--- config.mk ---
export PLATFORM = sky130hd
export DESIGN_NAME = dm_sba
export DESIGN_NICKNAME = d
export VERILOG_FILES = /design/src/rtl/dm_sba.sv
export SDC_FILE = /design/constraint.sdc
export NUM_CORES = 1
export LEC_CHECK = 0
export BUFFER_PORTS_ARGS = -buffer_cell sky130_fd_sc_hd__buf_2
export CORE_MARGIN = 1
export CORE_UTILIZATION = 55
export DETAILED_ROUTE_END_ITERATION = 10
export PLACE_DENSITY = 0.89
export SYNTH_ARGS = -nofsm -noshare
export SYNTH_HDL_FRONTEND = slang
export SYNTH_SLANG_ARGS = --single-unit
--- constraint.sdc ---
create_clock -name clk_i -period 4.75 [get_ports clk_i]
set_input_delay 0.2375 -clock clk_i [delete_from_list [all_inputs] [get_ports clk_i]]
set_output_delay 0.2375 -clock clk_i [all_outputs]
set_load 0.01 [all_outputs]
--- src/rtl/dm_sba.sv ---
// rtl/dm_sba.sv - System Bus Access engine: sbcs/sbaddress0/sbdata0 registers driving a single-beat 32-bit bus master
//
// Ports:
//   clk_i, rst_i            clock, asynchronous active-high reset
//   dmi_req_i, dmi_wr_i     DMI access strobe (one cycle per access) and direction
//   dmi_addr_i, dmi_wdata_i DM register address (0x38 sbcs, 0x39 sbaddress0, 0x3C sbdata0) and write data
//   dmi_rdata_o             combinational read data for dmi_addr_i, 0 when unmapped
//   bus_req_o, bus_we_o     transaction request (held until ack/err/timeout) and direction
//   bus_addr_o, bus_wdata_o word-aligned address and write data
//   bus_rdata_i             read data, valid with bus_ack_i
//   bus_ack_i, bus_err_i    transaction completed / failed
module dm_sba #(
    parameter logic [7:0] TIMEOUT = 8'd255
) (
    input  logic        clk_i,
    input  logic        rst_i,
    input  logic        dmi_req_i,
    input  logic        dmi_wr_i,
    input  logic [6:0]  dmi_addr_i,
    input  logic [31:0] dmi_wdata_i,
    output logic [31:0] dmi_rdata_o,
    output logic        bus_req_o,
    output logic        bus_we_o,
    output logic [31:0] bus_addr_o,
    output logic [31:0] bus_wdata_o,
    input  logic [31:0] bus_rdata_i,
    input  logic        bus_ack_i,
    input  logic        bus_err_i
);

    localparam logic [6:0] ADDR_SBCS  = 7'h38;
    localparam logic [6:0] ADDR_SBADR = 7'h39;
    localparam logic [6:0] ADDR_SBDAT = 7'h3C;

    localparam logic [2:0] ERR_TIMEOUT = 3'd1;
    localparam logic [2:0] ERR_BUS     = 3'd2;
    localparam logic [2:0] ERR_ALIGN   = 3'd3;
    localparam logic [2:0] ERR_SIZE    = 3'd4;

    typedef enum logic {S_IDLE, S_BUSY} state_e;

    state_e      state_q, state_d;
    logic [31:0] sbaddr_q, sbaddr_d;
    logic [31:0] sbdata_q, sbdata_d;
    logic        readonaddr_q, readonaddr_d;
    logic [2:0]  access_q, access_d;
    logic        autoinc_q, autoinc_d;
    logic        readondata_q, readondata_d;
    logic        busyerr_q, busyerr_d;
    logic [2:0]  sberror_q, sberror_d;
    logic        inc_q, inc_d;            // autoincrement latched for the in-flight access
    logic [7:0]  cnt_q, cnt_d;
    logic        bus_req_q, bus_req_d;
    logic        bus_we_q, bus_we_d;
    logic [31:0] bus_addr_q, bus_addr_d;
    logic [31:0] bus_wdata_q, bus_wdata_d;

    logic        busy;
    logic        cs_wr, addr_wr, data_wr, data_rd;
    logic        trig, blocked;
    logic [31:0] addr_eff;
    logic [31:0] sbcs_val;

    assign busy    = (state_q == S_BUSY);
    assign cs_wr   = dmi_req_i &  dmi_wr_i & (dmi_addr_i == ADDR_SBCS);
    assign addr_wr = dmi_req_i &  dmi_wr_i & (dmi_addr_i == ADDR_SBADR);
    assign data_wr = dmi_req_i &  dmi_wr_i & (dmi_addr_i == ADDR_SBDAT);
    assign data_rd = dmi_req_i & ~dmi_wr_i & (dmi_addr_i == ADDR_SBDAT);

    assign trig    = (addr_wr & readonaddr_q) | data_wr | (data_rd & readondata_q);
    assign blocked = busyerr_q | (sberror_q != 3'd0);
    // A trigger from an sbaddress0 write uses the address being written this cycle.
    assign addr_eff = addr_wr ? dmi_wdata_i : sbaddr_q;

    assign sbcs_val = {3'd1, 6'd0, busyerr_q, busy, readonaddr_q, access_q, autoinc_q,
                       readondata_q, sberror_q, 7'd32, 5'b00100};

    always_comb begin
        dmi_rdata_o = 32'd0;
        case (dmi_addr_i)
            ADDR_SBCS:  dmi_rdata_o = sbcs_val;
            ADDR_SBADR: dmi_rdata_o = sbaddr_q;
            ADDR_SBDAT: dmi_rdata_o = sbdata_q;
            default:    dmi_rdata_o = 32'd0;
        endcase
    end

    always_comb begin
        state_d      = state_q;
        sbaddr_d     = sbaddr_q;
        sbdata_d     = sbdata_q;
        readonaddr_d = readonaddr_q;
        access_d     = access_q;
        autoinc_d    = autoinc_q;
        readondata_d = readondata_q;
        busyerr_d    = busyerr_q;
        sberror_d    = sberror_q;
        inc_d        = inc_q;
        cnt_d        = cnt_q;
        bus_req_d    = bus_req_q;
        bus_we_d     = bus_we_q;
        bus_addr_d   = bus_addr_q;
        bus_wdata_d  = bus_wdata_q;

        // Config and W1C first; error sets further down override a same-cycle clear.
        if (cs_wr) begin
            readonaddr_d = dmi_wdata_i[20];
            access_d     = dmi_wdata_i[19:17];
            autoinc_d    = dmi_wdata_i[16];
            readondata_d = dmi_wdata_i[15];
            if (dmi_wdata_i[22]) begin
                busyerr_d = 1'b0;
            end
            sberror_d = sberror_q & ~dmi_wdata_i[14:12];
        end

        if (busy) begin
            if (addr_wr | data_wr | data_rd) begin
                busyerr_d = 1'b1;
            end
            if (bus_err_i) begin
                sberror_d = ERR_BUS;
                state_d   = S_IDLE;
                bus_req_d = 1'b0;
            end else if (bus_ack_i) begin
                if (!bus_we_q) begin
                    sbdata_d = bus_rdata_i;
                end
                if (inc_q) begin
                    sbaddr_d = sbaddr_q + 32'd4;
                end
                state_d   = S_IDLE;
                bus_req_d = 1'b0;
            end else if (cnt_q == TIMEOUT) begin
                sberror_d = ERR_TIMEOUT;
                state_d   = S_IDLE;
                bus_req_d = 1'b0;
            end else begin
                cnt_d = cnt_q + 8'd1;
            end
        end else begin
            if (addr_wr) begin
                sbaddr_d = dmi_wdata_i;
            end
            if (data_wr) begin
                sbdata_d = dmi_wdata_i;
            end
            if (trig && !blocked) begin
                if (access_q != 3'd2) begin
                    sberror_d = ERR_SIZE;
                end else if (addr_eff[1:0] != 2'b00) begin
                    sberror_d = ERR_ALIGN;
                end else begin
                    state_d     = S_BUSY;
                    cnt_d       = 8'd0;
                    inc_d       = autoinc_q;
                    bus_req_d   = 1'b1;
                    bus_we_d    = data_wr;
                    bus_addr_d  = addr_eff;
                    bus_wdata_d = data_wr ? dmi_wdata_i : sbdata_q;
                end
            end
        end
    end

    always_ff @(posedge clk_i or posedge rst_i) begin
        if (rst_i) begin
            state_q      <= S_IDLE;
            sbaddr_q     <= 32'd0;
            sbdata_q     <= 32'd0;
            readonaddr_q <= 1'b0;
            access_q     <= 3'd2;
            autoinc_q    <= 1'b0;
            readondata_q <= 1'b0;
            busyerr_q    <= 1'b0;
            sberror_q    <= 3'd0;
            inc_q        <= 1'b0;
            cnt_q        <= 8'd0;
            bus_req_q    <= 1'b0;
            bus_we_q     <= 1'b0;
            bus_addr_q   <= 32'd0;
            bus_wdata_q  <= 32'd0;
        end else begin
            state_q      <= state_d;
            sbaddr_q     <= sbaddr_d;
            sbdata_q     <= sbdata_d;
            readonaddr_q <= readonaddr_d;
            access_q     <= access_d;
            autoinc_q    <= autoinc_d;
            readondata_q <= readondata_d;
            busyerr_q    <= busyerr_d;
            sberror_q    <= sberror_d;
            inc_q        <= inc_d;
            cnt_q        <= cnt_d;
            bus_req_q    <= bus_req_d;
            bus_we_q     <= bus_we_d;
            bus_addr_q   <= bus_addr_d;
            bus_wdata_q  <= bus_wdata_d;
        end
    end

    assign bus_req_o   = bus_req_q;
    assign bus_we_o    = bus_we_q;
    assign bus_addr_o  = bus_addr_q;
    assign bus_wdata_o = bus_wdata_q;

endmodule
# Yosys cells after proc, flatten, opt, wreduce, memory -nomap -nowiden

Cells that the tools add are included.

Reductions and logical operators: 10
Multiplexer cells: 44
Eq/ne operators: 14
Bitwise operators: 19
$add $sub $neg: 2

Operator list:

| kind                    | number |
|---|---|
| $mux W32                | 10 |
| $pmux W32 S3            | 1 |
| $mux W8                 | 7 |
| $add A32 B3 Y32 const B | 1 |
| $mux W3                 | 8 |
| $eq A7 B6 Y1 const B    | 3 |
| $mux W1                 | 18 |
| $ne A2 B2 Y1 const B    | 7 |
| $add A8 B1 Y8 const B   | 1 |
| $and A1 B1 Y1           | 8 |
| $eq A8 B8 Y1 const B    | 1 |
| $reduce_and A4 Y1       | 2 |
| $reduce_and A3 Y1       | 2 |
| $reduce_and A6 Y1       | 1 |
| $or A1 B1 Y1            | 5 |
| $ne A4 B3 Y1 const B    | 1 |
| $not A1 Y1              | 4 |
| $reduce_bool A2 Y1      | 2 |
| $and A3 B3 Y3           | 1 |
| $ne A3 B2 Y1 const B    | 1 |
| $not A3 Y3              | 1 |
| $reduce_bool A3 Y1      | 1 |
| $ne A2 B1 Y1 const B    | 1 |
| $logic_and A1 B1 Y1     | 1 |
| $logic_not A1 Y1        | 1 |

Logic and storage cells: 104
Bits of input ports: 77
Register bits: 150

# Logic depth before layout (Yosys ltp)

Word-level depth: 8
Mapped depth: 9
Gate-level depth less buffers: 6

# Least setup slack after synthesis

Ideal clock, no wire load.

Kind: reg2reg
Start: register sberror_q[2]
End: register bus_wdata_q[10] (netlist: bus_wdata_o[10])
Data required time: 4.623 ns
Stages on the path, launching flop included: 8
Arrival time: 1.943 ns
Period minus slack after synthesis: 2.070 ns
Setup time: 0.127 ns
Slack: 2.680 ns
Path through: dfrtp_1 -> nor4_2 -> nand3_1 -> o31a_1 -> a211oi_2 -> buf_4 -> buf_6 -> mux2_1

Longest elaborated chain between the ends: 5

RTL lines:

| what                               | line | RTL |
|---|---|---|
| start, declared                    | 50   | `logic [2:0] sberror_q, sberror_d;` |
| start signal, assigned             | 192  | `sberror_q <= sberror_d;` |
| $reduce_bool A3 Y1                 | 71   | `assign blocked = busyerr_q \| (sberror_q != 3'd0);` |
| $or A1 B1 Y1                       | 71   |  |
| $logic_not A1 Y1                   | 148  | `if (trig && !blocked) begin` |
| $logic_and A1 B1 Y1                | 148  |  |
| $reduce_and A4 Y1 (no source line) | n/a  |  |
| end signal, assigned               | 198  | `bus_wdata_q <= bus_wdata_d;` |
| end, declared                      | 56   | `logic [31:0] bus_wdata_q, bus_wdata_d;` |

No other way between the ends.
A chain may end at the register's enable or synchronous reset.

# Final worst setup path

Start: register state_q (netlist: busy)
End: register sbaddr_q[21]

Longest elaborated chain between the ends: 2

RTL lines:

| what                                                                 | line | RTL |
|---|---|---|
| start, declared                                                      | 42   | `state_e state_q, state_d;` |
| start signal, assigned                                               | 184  | `state_q <= state_d;` |
| $ne A2 B1 Y1 (no source line) / $ne A2 B2 Y1 (equally long branches) | n/a  |  |
| $reduce_and A3 Y1 (no source line)                                   | n/a  |  |
| end signal, assigned                                                 | 185  | `sbaddr_q <= sbaddr_d;` |
| end, declared                                                        | 43   | `logic [31:0] sbaddr_q, sbaddr_d;` |

Parallel ways exist; a longest one is shown, timed or not.

==> flow_metrics.tcl <==
set metrics [dict create \
    status "completed" \
    r2r-start "busy$_DFF_PP0_" \
    cts_resized 0 \
    dieWidth_um 124 \
    period_share_pct 66.9 \
    port_buffers 174 \
    final_common_cell "buf_2" \
    mostFrequentLayoutCells "buf_2 (174), dfrtp_1 (148), nand2_1 (132)" \
    final_layout_size_suffix_gt1_share_pct 29.4 \
    fp.dieArea_mm2 0.0154 \
    yosysSeqAreaShare_pct 45.8 \
    grt_pass1_vias 7402 \
    cts_buffers 17 \
    min_period_ps 3180 \
    whs_ps 42.0 \
    synth_cell_types 67 \
    finish.utilization_pct 66.8 \
    vias 7806 \
    post_cts_buffers 0 \
    fin_setup_tns_ps 0 \
    wl_per_cell_um 20.7 \
    drv_cap 0 \
    slew_violations 0 \
    finClkSkew_ps 12.1 \
    setup_violations 0 \
    max-vdd-ir-drop_v 0.000252 \
    nNetsFinal 1091 \
    worstHoldPathType "primary input to flip-flop" \
    ff2ff_setup_slack_ps 1570 \
    cts_tree "done" \
    synth_flop_cell "dfrtp_1" \
    synth-edff-count 0 \
    antenna_found_initial 0 \
    ff2ff_path_depth 4 \
    rsz0062_at_grt "no" \
    row_count 44 \
    final_antenna_net_count 0 \
    synthCells 859 \
    vias_per_cell 6.46 \
    hold_buffers 0 \
    drtIter0Drc 968 \
    p_per_area_mw_per_mm2 302 \
    r2r_end "sbaddr_q[21]$_DFFE_PP0P_" \
    synth_top_cell_by_area "dfrtp_1" \
    synthDominantCellAreaShare_pct 45.5 \
    critPathRequiredTime_ps 5070 \
    cp_max_fo 50 \
    synth_nets 938 \
    grt_pass1_wl_um 39100 \
    remaining_drc_errors 0 \
    drt_wl_total_um 25000 \
    yosys_warnings 0 \
    cts.htree.levels 4 \
    cp-start-kind "flip-flop" \
    dp_hpwl_um 16800 \
    arrival_ps 3500 \
    syn-cell-area_mm2 0.00820 \
    slew_headroom_pct 14.3 \
    grt_remaining_overflow 0 \
    grt_usage_pct 33.8 \
    ys_async_sr_fraction_pct 100 \
    grt_max_degree 110 \
    critPathKind "flip-flop to flip-flop" \
    cp-end-kind "flip-flop" \
    max_freq_mhz 315 \
    avgSynthCellArea_um2 9.55 \
    numClockSinks 150 \
    clock_latency_ps 430 \
    cts_max_path_buffers 2 \
    clk_pin_slew_ps 60 \
    die_y_um 124 \
    min_to "sbdata_q[20]$_DFFE_PP0P_" \
    core_mm2 0.0145 \
    io_pins 175 \
    synth_area_leaders "dfrtp_1 (45%), mux2_2 (10%), nand2_1 (6.0%)" \
    antenna_cells 0 \
    drtPass1Iterations 5 \
    p_leak_uw 0.00490 \
    clock-root-buffer "clkbuf_16" \
    place_congestion 0.951 \
    worstHoldPathCells 3 \
    start_util_pct 56.4 \
    worst_pin_slew_ps 1280 \
    syn_to_final_growth_pct 18.4 \
    synth-seq-cells 150 \
    worstHoldStart "bus_rdata_i[20]" \
    hold_viol_final 0 \
]
## per-layer routing
metal / vias up / track usage (%) / wire (um)
met3: 84 / 7.69 / 2500
li1: 3403 / - / -
met4: 0 / 16.2 / 949
met1: 3768 / 45.1 / 9910
met5: - / 0 / 0
met2: 551 / 52.1 / 11600
## cells in the mapped netlist (3+ instances only)
cell      number
nand2b_1       3
a311oi_1       6
o22ai_1       10
a211oi_1      14
nand3b_1       3
a22oi_1       14
o21ai_1        3
nor2b_1        3
or4_1          3
a21o_1         3
clkbuf_1      28
mux2_2        74
nor4_1         3
nor2_1        83
buf_1          3
and3_1        10
buf_4          4
nand2_1      132
nor3_1        21
mux2_1        26
dfrtp_1      149
o21ai_0       39
o21a_1         5
and4_1         7
buf_2         14
mux2i_1       16
inv_1         14
and2_1         6
buf_6          3
nand3_1       20
or3_1         17
a21oi_1       49
nand4_1        9
a22o_1        23
## area by class of cell
type / instances / area, um2
multi-input cells: 642 / 4160
inverters: 15 / 61.3
repair buffers: 186 / 961
well taps: 184 / 230
clock buffers: 29 / 520
fillers: 1150 / 4830
flip-flops and latches: 150 / 3760
clock inverters: 3 / 17.5
## where the power goes
part | internal, uW | switching [uW] | total (uW)
sequential | 1340 | 82.1 | 1420
clock | 737 | 506 | 1240
combinational | 113 | 156 | 269
## state kept, by name, indices dropped and copies added, names as in the netlist
| name | cells |
|---|---|
| bus_addr_o | 32 |
| bus_wdata_o | 32 |
| sbaddr_q | 32 |
| sbdata_q | 32 |
| cnt_q | 8 |
| access_q | 3 |
| sberror_q | 3 |
| autoinc_q | 1 |
| bus_req_o | 1 |
| bus_we_o | 1 |
| busy | 1 |
| busyerr_q | 1 |
| inc_q | 1 |
| readonaddr_q | 1 |
| readondata_q | 1 |
## worst max-delay path, cell delays in order (launching register included)
cell      delay [ps]
dfrtp_2         1000
nand2_1          480
nor3_1          1120
a211oi_1         170
a311oi_1         280
## metrics by stage
stage               worst slack [ps]  cell area (um2)  cells  power (uW)
floorplan                        478             8200    859        1580
detailed placement              1740             9170   1177        1700
finish                          1570             9710   1209        2940
CTS                             1710             9710   1209        2930
global route                    1410             9710   1209        3030
global placement                1790             9170   1177        1690
## worst max path at each step
stage,start,end
finish,busy$_DFF_PP0_,sbaddr_q[21]$_DFFE_PP0P_
global placement,busy$_DFF_PP0_,sbaddr_q[23]$_DFFE_PP0P_
detailed placement,busy$_DFF_PP0_,sbaddr_q[17]$_DFFE_PP0P_
global route,busy$_DFF_PP0_,sbaddr_q[15]$_DFFE_PP0P_
CTS,busy$_DFF_PP0_,sbaddr_q[21]$_DFFE_PP0P_
floorplan,rst_i,access_q[0]$_DFFE_PP0N_
## logic make-up after synthesis
group                      after synthesis  share of synthesized area, %
AOI/OAI and AO/OA                      186                          14.8
buffers and inverters                   67                          3.74
muxes                                  116                          15.7
xor gates and xnor gates                 3                         0.320
DFF                                    150                          45.8
and+or+nand+nor                        335                          19.4
adders and majority gates                2                         0.305
(Power assumes the default switching activity.)
